[src/rtl/lcd_arb_pkg.sv]
// Shared types and helpers for the LCD screen arbiter.
package lcd_arb_pkg;

    typedef enum logic [2:0] {
        S_INIT,
        S_RUN,
        S_PENDING,
        S_RESTART,
        S_BLANK
    } arb_state_e;

    localparam logic [15:0] BLACK_PIXEL = 16'h0000;
    localparam int unsigned MAX_SCREENS = 8;

    // Index of the highest set bit; 0 when no bit is set.
    function automatic int unsigned highest_set(input logic [MAX_SCREENS-1:0] v);
        int unsigned r;
        r = 0;
        for (int i = 0; i < MAX_SCREENS; i++) begin
            if (v[i]) r = i;
        end
        return r;
    endfunction

endpackage

[src/rtl/lcd_screen_arbiter_if.sv]
// Bus between the pixel generators / LCD controller and the screen arbiter.
interface lcd_screen_arbiter_if #(
    parameter int unsigned NUM_SCREENS = 4,
    parameter int unsigned PIX_W       = 16
);
    localparam int unsigned IDX_W = $clog2(NUM_SCREENS);

    logic [NUM_SCREENS-1:0]       req;
    logic [NUM_SCREENS*PIX_W-1:0] pix_in;
    logic [NUM_SCREENS-1:0]       avail_in;
    logic                         frame_done;
    logic [PIX_W-1:0]             pix_out;
    logic                         p_available;
    logic                         rst_corner;
    logic [IDX_W-1:0]             active_idx;
    logic                         switch_pending;

    modport master (
        output req, pix_in, avail_in, frame_done,
        input  pix_out, p_available, rst_corner, active_idx, switch_pending
    );

    modport slave (
        input  req, pix_in, avail_in, frame_done,
        output pix_out, p_available, rst_corner, active_idx, switch_pending
    );

endinterface

[src/rtl/lcd_arb_prio_enc.sv]
// Priority encoder: index of the highest asserted request plus a valid flag.
module lcd_arb_prio_enc
    import lcd_arb_pkg::*;
#(
    parameter int unsigned N     = 4,
    parameter int unsigned IDX_W = 2
) (
    input  logic [N-1:0]     req_i,
    output logic [IDX_W-1:0] idx_o,
    output logic             valid_o
);

    logic [MAX_SCREENS-1:0] req_ext;

    assign req_ext = MAX_SCREENS'(req_i);
    assign idx_o   = IDX_W'(highest_set(req_ext));
    assign valid_o = |req_i;

endmodule

[src/rtl/lcd_screen_arbiter.sv]
// Frame-synchronous screen selector with dwell time and corner-restart pulse.
// Optional LCD_ARB_BLANK_EN inserts one black frame after every screen switch.
module lcd_screen_arbiter
    import lcd_arb_pkg::*;
#(
    parameter int unsigned NUM_SCREENS      = 4,
    parameter int unsigned PIX_W            = 16,
    parameter int unsigned DEFAULT_SCREEN   = 1,
    parameter int unsigned MIN_DWELL_FRAMES = 2,
    parameter int unsigned DWELL_W          = 4
) (
    input logic                 clk,
    input logic                 rst,
    lcd_screen_arbiter_if.slave arb_io
);

    localparam int unsigned IDX_W = $clog2(NUM_SCREENS);
    localparam logic [IDX_W-1:0]   DefaultIdx = IDX_W'(DEFAULT_SCREEN);
    localparam logic [DWELL_W-1:0] MinDwell   = DWELL_W'(MIN_DWELL_FRAMES);

    arb_state_e         state_q, state_d;
    logic [IDX_W-1:0]   active_q, active_d;
    logic [DWELL_W-1:0] dwell_q, dwell_d, dwell_inc;
    logic [IDX_W-1:0]   enc_idx, target;
    logic               enc_valid;

    logic [PIX_W-1:0]   pix_q, pix_d, pix_sel;
    logic               avail_q, avail_d, avail_sel;
    logic               rst_corner, switch_pending;

    lcd_arb_prio_enc #(
        .N     (NUM_SCREENS),
        .IDX_W (IDX_W)
    ) u_prio_enc (
        .req_i   (arb_io.req),
        .idx_o   (enc_idx),
        .valid_o (enc_valid)
    );

    assign target    = enc_valid ? enc_idx : DefaultIdx;
    assign dwell_inc = (dwell_q < MinDwell) ? dwell_q + 1'b1 : dwell_q;

    always_ff @(posedge clk) begin
        if (rst) begin
            state_q  <= S_INIT;
            active_q <= DefaultIdx;
            dwell_q  <= '0;
        end else begin
            state_q  <= state_d;
            active_q <= active_d;
            dwell_q  <= dwell_d;
        end
    end

    always_comb begin
        state_d  = state_q;
        active_d = active_q;
        dwell_d  = dwell_q;
        unique case (state_q)
            S_INIT: state_d = S_RUN;
            S_RUN: begin
                if (arb_io.frame_done) dwell_d = dwell_inc;
                if (target != active_q) state_d = S_PENDING;
            end
            S_PENDING: begin
                if (target == active_q) begin
                    state_d = S_RUN;
                end else if (arb_io.frame_done && (dwell_q >= MinDwell)) begin
                    // Target is sampled here, so intermediate requests never show.
                    active_d = target;
                    dwell_d  = '0;
                    state_d  = S_RESTART;
                end else if (arb_io.frame_done) begin
                    dwell_d = dwell_inc;
                end
            end
`ifdef LCD_ARB_BLANK_EN
            S_RESTART: state_d = S_BLANK;
            // S_INIT re-issues the corner pulse, then hands over to S_RUN.
            S_BLANK: if (arb_io.frame_done) state_d = S_INIT;
`else
            S_RESTART: state_d = S_RUN;
            S_BLANK: state_d = S_RUN;
`endif
            default: state_d = S_INIT;
        endcase
    end

    always_comb begin
        pix_sel   = '0;
        avail_sel = 1'b0;
        for (int i = 0; i < NUM_SCREENS; i++) begin
            if (active_q == IDX_W'(i)) begin
                pix_sel   = arb_io.pix_in[i*PIX_W +: PIX_W];
                avail_sel = arb_io.avail_in[i];
            end
        end
    end

    always_comb begin
        rst_corner     = !rst && ((state_q == S_INIT) || (state_q == S_RESTART));
        switch_pending = !rst && (state_q == S_PENDING);
        pix_d          = pix_sel;
        avail_d        = avail_sel;
`ifdef LCD_ARB_BLANK_EN
        if (state_q == S_BLANK) begin
            pix_d   = PIX_W'(BLACK_PIXEL);
            avail_d = 1'b1;
        end
`endif
    end

    always_ff @(posedge clk) begin
        if (rst) begin
            pix_q   <= '0;
            avail_q <= 1'b0;
        end else begin
            pix_q   <= pix_d;
            avail_q <= avail_d;
        end
    end

    assign arb_io.pix_out        = pix_q;
    assign arb_io.p_available    = avail_q;
    assign arb_io.rst_corner     = rst_corner;
    assign arb_io.active_idx     = active_q;
    assign arb_io.switch_pending = switch_pending;

endmodule

[src/flat_wrapper.sv]
// flat-port wrapper written by rule: the top's interface ports become plain ports
module lcd_screen_arbiter_flat import lcd_arb_pkg::*;
#(
    parameter int unsigned NUM_SCREENS      = 4,
    parameter int unsigned PIX_W            = 16,
    parameter int unsigned DEFAULT_SCREEN   = 1,
    parameter int unsigned MIN_DWELL_FRAMES = 2,
    parameter int unsigned DWELL_W          = 4
)
  (clk, rst, arb_io_req, arb_io_pix_in, arb_io_avail_in, arb_io_frame_done, arb_io_pix_out, arb_io_p_available, arb_io_rst_corner, arb_io_active_idx, arb_io_switch_pending);
  lcd_screen_arbiter_if #(.NUM_SCREENS(NUM_SCREENS), .PIX_W(PIX_W)) arb_io_i ();
  input logic clk;
  input logic rst;
  input wire logic [$bits(arb_io_i.req)-1:0] arb_io_req;
  input wire logic [$bits(arb_io_i.pix_in)-1:0] arb_io_pix_in;
  input wire logic [$bits(arb_io_i.avail_in)-1:0] arb_io_avail_in;
  input wire logic [$bits(arb_io_i.frame_done)-1:0] arb_io_frame_done;
  output wire logic [$bits(arb_io_i.pix_out)-1:0] arb_io_pix_out;
  output wire logic [$bits(arb_io_i.p_available)-1:0] arb_io_p_available;
  output wire logic [$bits(arb_io_i.rst_corner)-1:0] arb_io_rst_corner;
  output wire logic [$bits(arb_io_i.active_idx)-1:0] arb_io_active_idx;
  output wire logic [$bits(arb_io_i.switch_pending)-1:0] arb_io_switch_pending;
  assign arb_io_i.req = arb_io_req;
  assign arb_io_i.pix_in = arb_io_pix_in;
  assign arb_io_i.avail_in = arb_io_avail_in;
  assign arb_io_i.frame_done = arb_io_frame_done;
  assign arb_io_pix_out = arb_io_i.pix_out;
  assign arb_io_p_available = arb_io_i.p_available;
  assign arb_io_rst_corner = arb_io_i.rst_corner;
  assign arb_io_active_idx = arb_io_i.active_idx;
  assign arb_io_switch_pending = arb_io_i.switch_pending;
  lcd_screen_arbiter #(.NUM_SCREENS(NUM_SCREENS), .PIX_W(PIX_W), .DEFAULT_SCREEN(DEFAULT_SCREEN), .MIN_DWELL_FRAMES(MIN_DWELL_FRAMES), .DWELL_W(DWELL_W)) u_core (.clk(clk), .rst(rst), .arb_io(arb_io_i));
endmodule
[config.mk]
export PLATFORM = sky130hd
export DESIGN_NAME = lcd_screen_arbiter_flat
export DESIGN_NICKNAME = d
export VERILOG_FILES = /design/src/rtl/lcd_arb_pkg.sv /design/src/rtl/lcd_screen_arbiter_if.sv /design/src/rtl/lcd_arb_prio_enc.sv /design/src/rtl/lcd_screen_arbiter.sv /design/src/flat_wrapper.sv
export SDC_FILE = /design/constraint.sdc
export NUM_CORES = 1
export LEC_CHECK = 0
export BUFFER_PORTS_ARGS = -buffer_cell sky130_fd_sc_hd__buf_4
export CORE_UTILIZATION = 44
export DETAILED_ROUTE_END_ITERATION = 16
export GPL_TIMING_DRIVEN = 0
export PLACE_DENSITY_LB_ADDON = 0.05
export SYNTH_ARGS = -nofsm -noshare
export SYNTH_HDL_FRONTEND = slang
export SYNTH_SLANG_ARGS = --single-unit
[constraint.sdc]
create_clock -name clk -period 2.4 [get_ports clk]
set_input_delay 0 -clock clk [delete_from_list [all_inputs] [get_ports clk]]
set_output_delay 0 -clock clk [all_outputs]
set_load 0.05 [all_outputs]
---- After elaboration in Yosys (flattened, before gate mapping) ----
Cells that the tools add are included.
storage, ports and cells
  register bits after elaboration ......... 26
  bits of input ports ..................... 75
  output and inout port bits .............. 21
  word-level logic and storage cells ...... 55
operators by class
  add/subtract/negate cells ............... 1
  $lt $le $gt $ge ......................... 2
  eq/ne operators ......................... 12
  muxes and demuxes ....................... 21
  bitwise logic cells ..................... 1
  reductions and logical operators ........ 13
operators with widths
  cell                   count
  $mux W16               4
  $mux W4                4
  $mux W3                3
  $pmux W3 S3            1
  $pmux W4 S2            1
  $eq A3 B2 Y1 const B   2
  $mux W2                3
  $mux W1                5
  $add A4 B1 Y4 const B  1
  $eq A2 B2 Y1 const B   2
  $ge A4 B2 Y1 const B   1
  $lt A4 B2 Y1 const B   1
  $reduce_and A2 Y1      2
  $reduce_or A4 Y1       1
  $eq A3 B1 Y1 const B   1
  $eq A3 B3 Y1 const B   1
  $logic_and A1 B1 Y1    3
  $logic_not A3 Y1       1
  $ne A3 B1 Y1 const B   1
  $reduce_and A3 Y1      1
  $reduce_or A3 Y1       1
  $eq A2 B1 Y1 const B   1
  $eq A2 B2 Y1           1
  $logic_not A2 Y1       1
  other kinds (7)        7

---- Longest topological paths before layout ----
  word-level depth ........................ 7
  gate-level depth with buffers ........... 7
  gate-level depth less buffers ........... 7

---- Hierarchy ----
From an unflattened synthesis, not the netlist that was laid out.
second synthesis, totals
  cell total of the unflattened synthesis .. 124
  area, all modules ....................... 1460.2 um2
modules (own cells, without submodules)
  module              instances  cells each  area an instance (um2)  sequential area each (um2)
  lcd_screen_arbiter  1          120         1436.4                  500.5
  lcd_arb_prio_enc    1          4           23.8                    0.0

---- Worst setup path after synthesis ----
Ideal clock, no wire load.
  kind .................................... register -> register
  start ................................... reg u_core.active_q[0], in the netlist u_core.arb_io.active_idx[0]
  end ..................................... reg u_core.pix_q[0], in the netlist u_core.arb_io.pix_out[0]
  setup time .............................. 115 ps
  arrival ................................. 1688 ps
  slack ................................... 597 ps
  cell stages (with the launch flop) ...... 4
  cells stage by stage .................... dfxtp_1 buf_2 mux4_2 and2_1
between the ends
  word-level cells in the longest chain between the ends .. 5
  elaborated cells between the ends (all ways) .. 8
  classes of those cells .................. 3 x eq/ne; 4 x mux; 1 x reduce/logical
ends and longest elaborated chain
  item                    line                       source
  start, declared         lcd_screen_arbiter.sv:22   logic [IDX_W-1:0] active_q, active_d;
  start signal, assigned  lcd_screen_arbiter.sv:46   active_q <= DefaultIdx;
  start signal, assigned  lcd_screen_arbiter.sv:50   active_q <= active_d;
  $logic_not A2 Y1        lcd_screen_arbiter.sv:93   if (active_q == IDX_W'(i)) begin
  $mux W16 (3 in series)  lcd_screen_arbiter.sv:93
  $mux W16 *              lcd_screen_arbiter.sv:93
  end signal, assigned    lcd_screen_arbiter.sv:118  pix_q <= pix_d;
  end, declared           lcd_screen_arbiter.sv:27   logic [PIX_W-1:0] pix_q, pix_d, pix_sel;
Every way passes the cells marked *; elsewhere a longest branch is shown, timed or not.
A chain may end at the register's enable or synchronous reset.

---- Final worst setup path ----
  start ................................... reg u_core.state_q[0]
  end ..................................... reg u_core.active_q[1], in the netlist u_core.arb_io.active_idx[1]
between the ends
  word-level cells in the longest chain between the ends .. 2
ends and longest elaborated chain
  item                         line                      source
  start, declared              lcd_screen_arbiter.sv:21  arb_state_e state_q, state_d;
  start signal, assigned       lcd_screen_arbiter.sv:49  state_q <= state_d;
  $eq A3 B2 Y1                 lcd_screen_arbiter.sv:59  unique case (state_q)
  $reduce_and A3 Y1 (no line)  --
No other way between the ends.

==> run summary <==
Max frequency -> 499 MHz
DRT iter0 DRCs -> 41
DRC -> 0
Mux cell area share after synthesis -> 0.293
Width of the die -> 58.1 um
Synth Area in XOR/XNOR -> 0.00632
DR vias -> 1345
Largest net degree at the start of global routing -> 16
Simple-Gate Fraction of Synth Area -> 0.154
Post-synth top area cell -> dfxtp_1
Pwr Density -> 436 nW/um2
Row Count -> 19
#FFs+latches synth -> 25
HP Class -> in -> reg
Critical hold path startpoint -> arb_io_pix_in[55]
GRT Total Usage -> 0.221
Synthesized area -> 1390 um2
Initial antenna violation count -> 0
Clk root buf -> clkbuf_4
CTS tree -> built
Initial core utilization -> 0.482
Post-cts resize count -> 0
Synth area leaders -> dfxtp_1 (36%), mux4_2 (18%), mux4_1 (11%)
Clock skew -> 1.91 ps
CTS Sinks -> 25
Relative slew slack -> 0.739
Unrepaired setup endpoints after global routing -> false
Routed length per instance -> 13.7 um
Post-route cell area -> 2210 um2
Half-perimeter wire length after placement -> 2880 um
First-pass GRT wire length -> 5690 um
Fin crit share -> 0.836
Slew Limit Fails -> 0
Crit Path Class -> reg -> reg
H-tree lvl count -> 1
Clock Pin Slew Worst Setup and Hold Paths -> 140 ps
Crit path time final -> 2010 ps
Post-synthesis adder-cell area fraction -> 0.0361
Leak pwr -> 0.00105 uW
CTS max path bufs -> 2
Crit Path Max Fanout -> 6
Startpoint Class -> flip-flop
Sequential element share of the synthesized area -> 0.361
ANT nets after route -> 0
Syn-to-layout area delta -> 59.6%
Placer Congestion -> 0.778
Post-CTS Hold Buffers -> 3
Num CTS Buffers -> 3
Ys flop type -> dfxtp_1
Vias in the first global route -> 1349
Fraction of layout cells with a size suffix above 1 -> 0.535
Distinct cells, synth -> 30
TNS Setup -> 0 ps
Yosys Warn Count -> 0
CP Capture Type -> flip-flop
WHS -> 74.0 ps
Final Non-Filler Cells -> 259
Nets@finish -> 297
Post-synth EDFFs -> 0
Maximum VDD drop -> 0.351 mV
Net Count, Synth -> 194
Max_cap viols -> 0
Placed inst area -> 2150 um2
Placeable core area -> 2880 um2
I/O pin count -> 96
Compound-Gate Fraction of Synth Area -> 0.107
# diodes -> 0
Slew of the pin with the lowest slew margin -> 388 ps
Data required, critical path -> 2680 ps
Die area -> 3380 um2
GRT overflow -> 0
Vias/cell -> 5.19
Synthesized area per cell -> 12.0 um2
Crit. Startpoint -> u_core.state_q[0]$_SDFFE_PP0P_
FF-to-FF Start -> u_core.state_q[0]$_SDFFE_PP0P_
Gate count of the mapped netlist -> 115
Pre-Repair DR Iteration Count -> 4
Synth async-reset ratio -> 0
Final Hold Viols -> 0
Final WL -> 3550 um
Post-placement cell count -> 252
Crit path DAT -> 2280 ps
Die H -> 58.1 um
Top cell type's share of synthesized area -> 0.361
Postcts setup bufs -> 0
Largest family of logic cells by synthesized area -> multiplexers
# port buffers -> 95
Outcome -> completed
Final setup viols -> 0
Worst-skew pair later-pin latency -> 320 ps
[critical path, cell delays in order (launching register included)]
cell and delay (ps):
dfxtp_1 350, inv_1 80, ha_1 250, nand2_1 150
nor2_1 250, nor2_1 70, a211oi_1 220, dlygate4sd3_1 580
[synth_stat cells (2+ instances only)]
cell       n
mux4_2    11
mux4_1     6
nor3_1     4
a21o_1     2
a21oi_1    3
o211a_1    2
dfxtp_1   25
o21ai_0    3
nor2_1     4
inv_1      7
nor2b_1    3
buf_2      3
and2_1    17
nand3_1    2
a211oi_1   4
ha_1       4
clkbuf_1   2
[placed cells by master (no fill, tap or decap), drive strengths merged, types with 2 or more instances in the layout]
cell type	n
a211oi	4
a21o	2
a21oi	4
and2	17
buf	99
clkbuf	5
dfxtp	25
dlygate4sd3	3
ha	4
inv	7
mux4	17
nand3	2
nor2	4
nor2b	3
nor3	4
o211a	2
o21ai	4
[through the flow]
stage / total power [uW] / worst slack, ps / util
after global placement: 765 / 860 / 0.748
after global routing: 1010 / 182 / 0.769
after floorplan: 631 / 597 / -
after detailed placement: 776 / 798 / 0.748
after CTS: 968 / 449 / 0.769
final: 964 / 395 / 0.769
[flip-flops by register name, summed over array words and instances (netlist names)]
name,flops
u_core.arb_io.pix_out,16
u_core.dwell_q,4
u_core.arb_io.active_idx,2
u_core.state_q,2
u_core.arb_io.p_available,1
[final cells by class]
class | instances | area, um2
inverters | 7 | 26.3
plain buffers | 6 | 33.8
clock buffers | 3 | 22.5
multi-input cells | 77 | 825
well taps | 42 | 52.6
flip-flops and latches | 25 | 500
fillers | 211 | 666
repair buffers | 98 | 743
clock inverters | 1 | 7.51
[cells by family (layout without fill, tap and decap cells)]
group / after synthesis / in the layout
AOI/OAI and AO/OA: 21 / 21
xor gates and xnor gates: 1 / 1
adders and majority gates: 4 / 4
buffers and inverters: 13 / 115
DFF: 25 / 25
muxes: 17 / 17
and+or+nand+nor: 34 / 34
[power by group]
part / total [uW] / internal (uW) / switching [uW]
logic: 317 / 166 / 151
registers: 451 / 441 / 10.6
clock network: 196 / 63.7 / 132
total: 964 / 671 / 293
[metal layers]
| layer | wire length (um) | track usage |
|---|---|---|
| met3 | 338 | 0.0558 |
| met1 | 1350 | 0.237 |
| met5 | 0 | 0 |
| met2 | 1830 | 0.425 |
| met4 | 31 | 0.0612 |
[worst paths after layout]
kind / slack [ps] / cells after the start / to
worst min register to register: 530 / 2 / u_core.state_q[0]$_SDFFE_PP0P_
worst min-delay path: 70 / 3 / u_core.arb_io.pix_out[7]$_SDFF_PP0_
worst max-delay path: 390 / 7 / u_core.arb_io.active_idx[1]$_SDFFE_PP0P_
worst max register to register: 390 / 7 / u_core.arb_io.active_idx[1]$_SDFFE_PP0P_
Power figures use the tool's default switching activity.
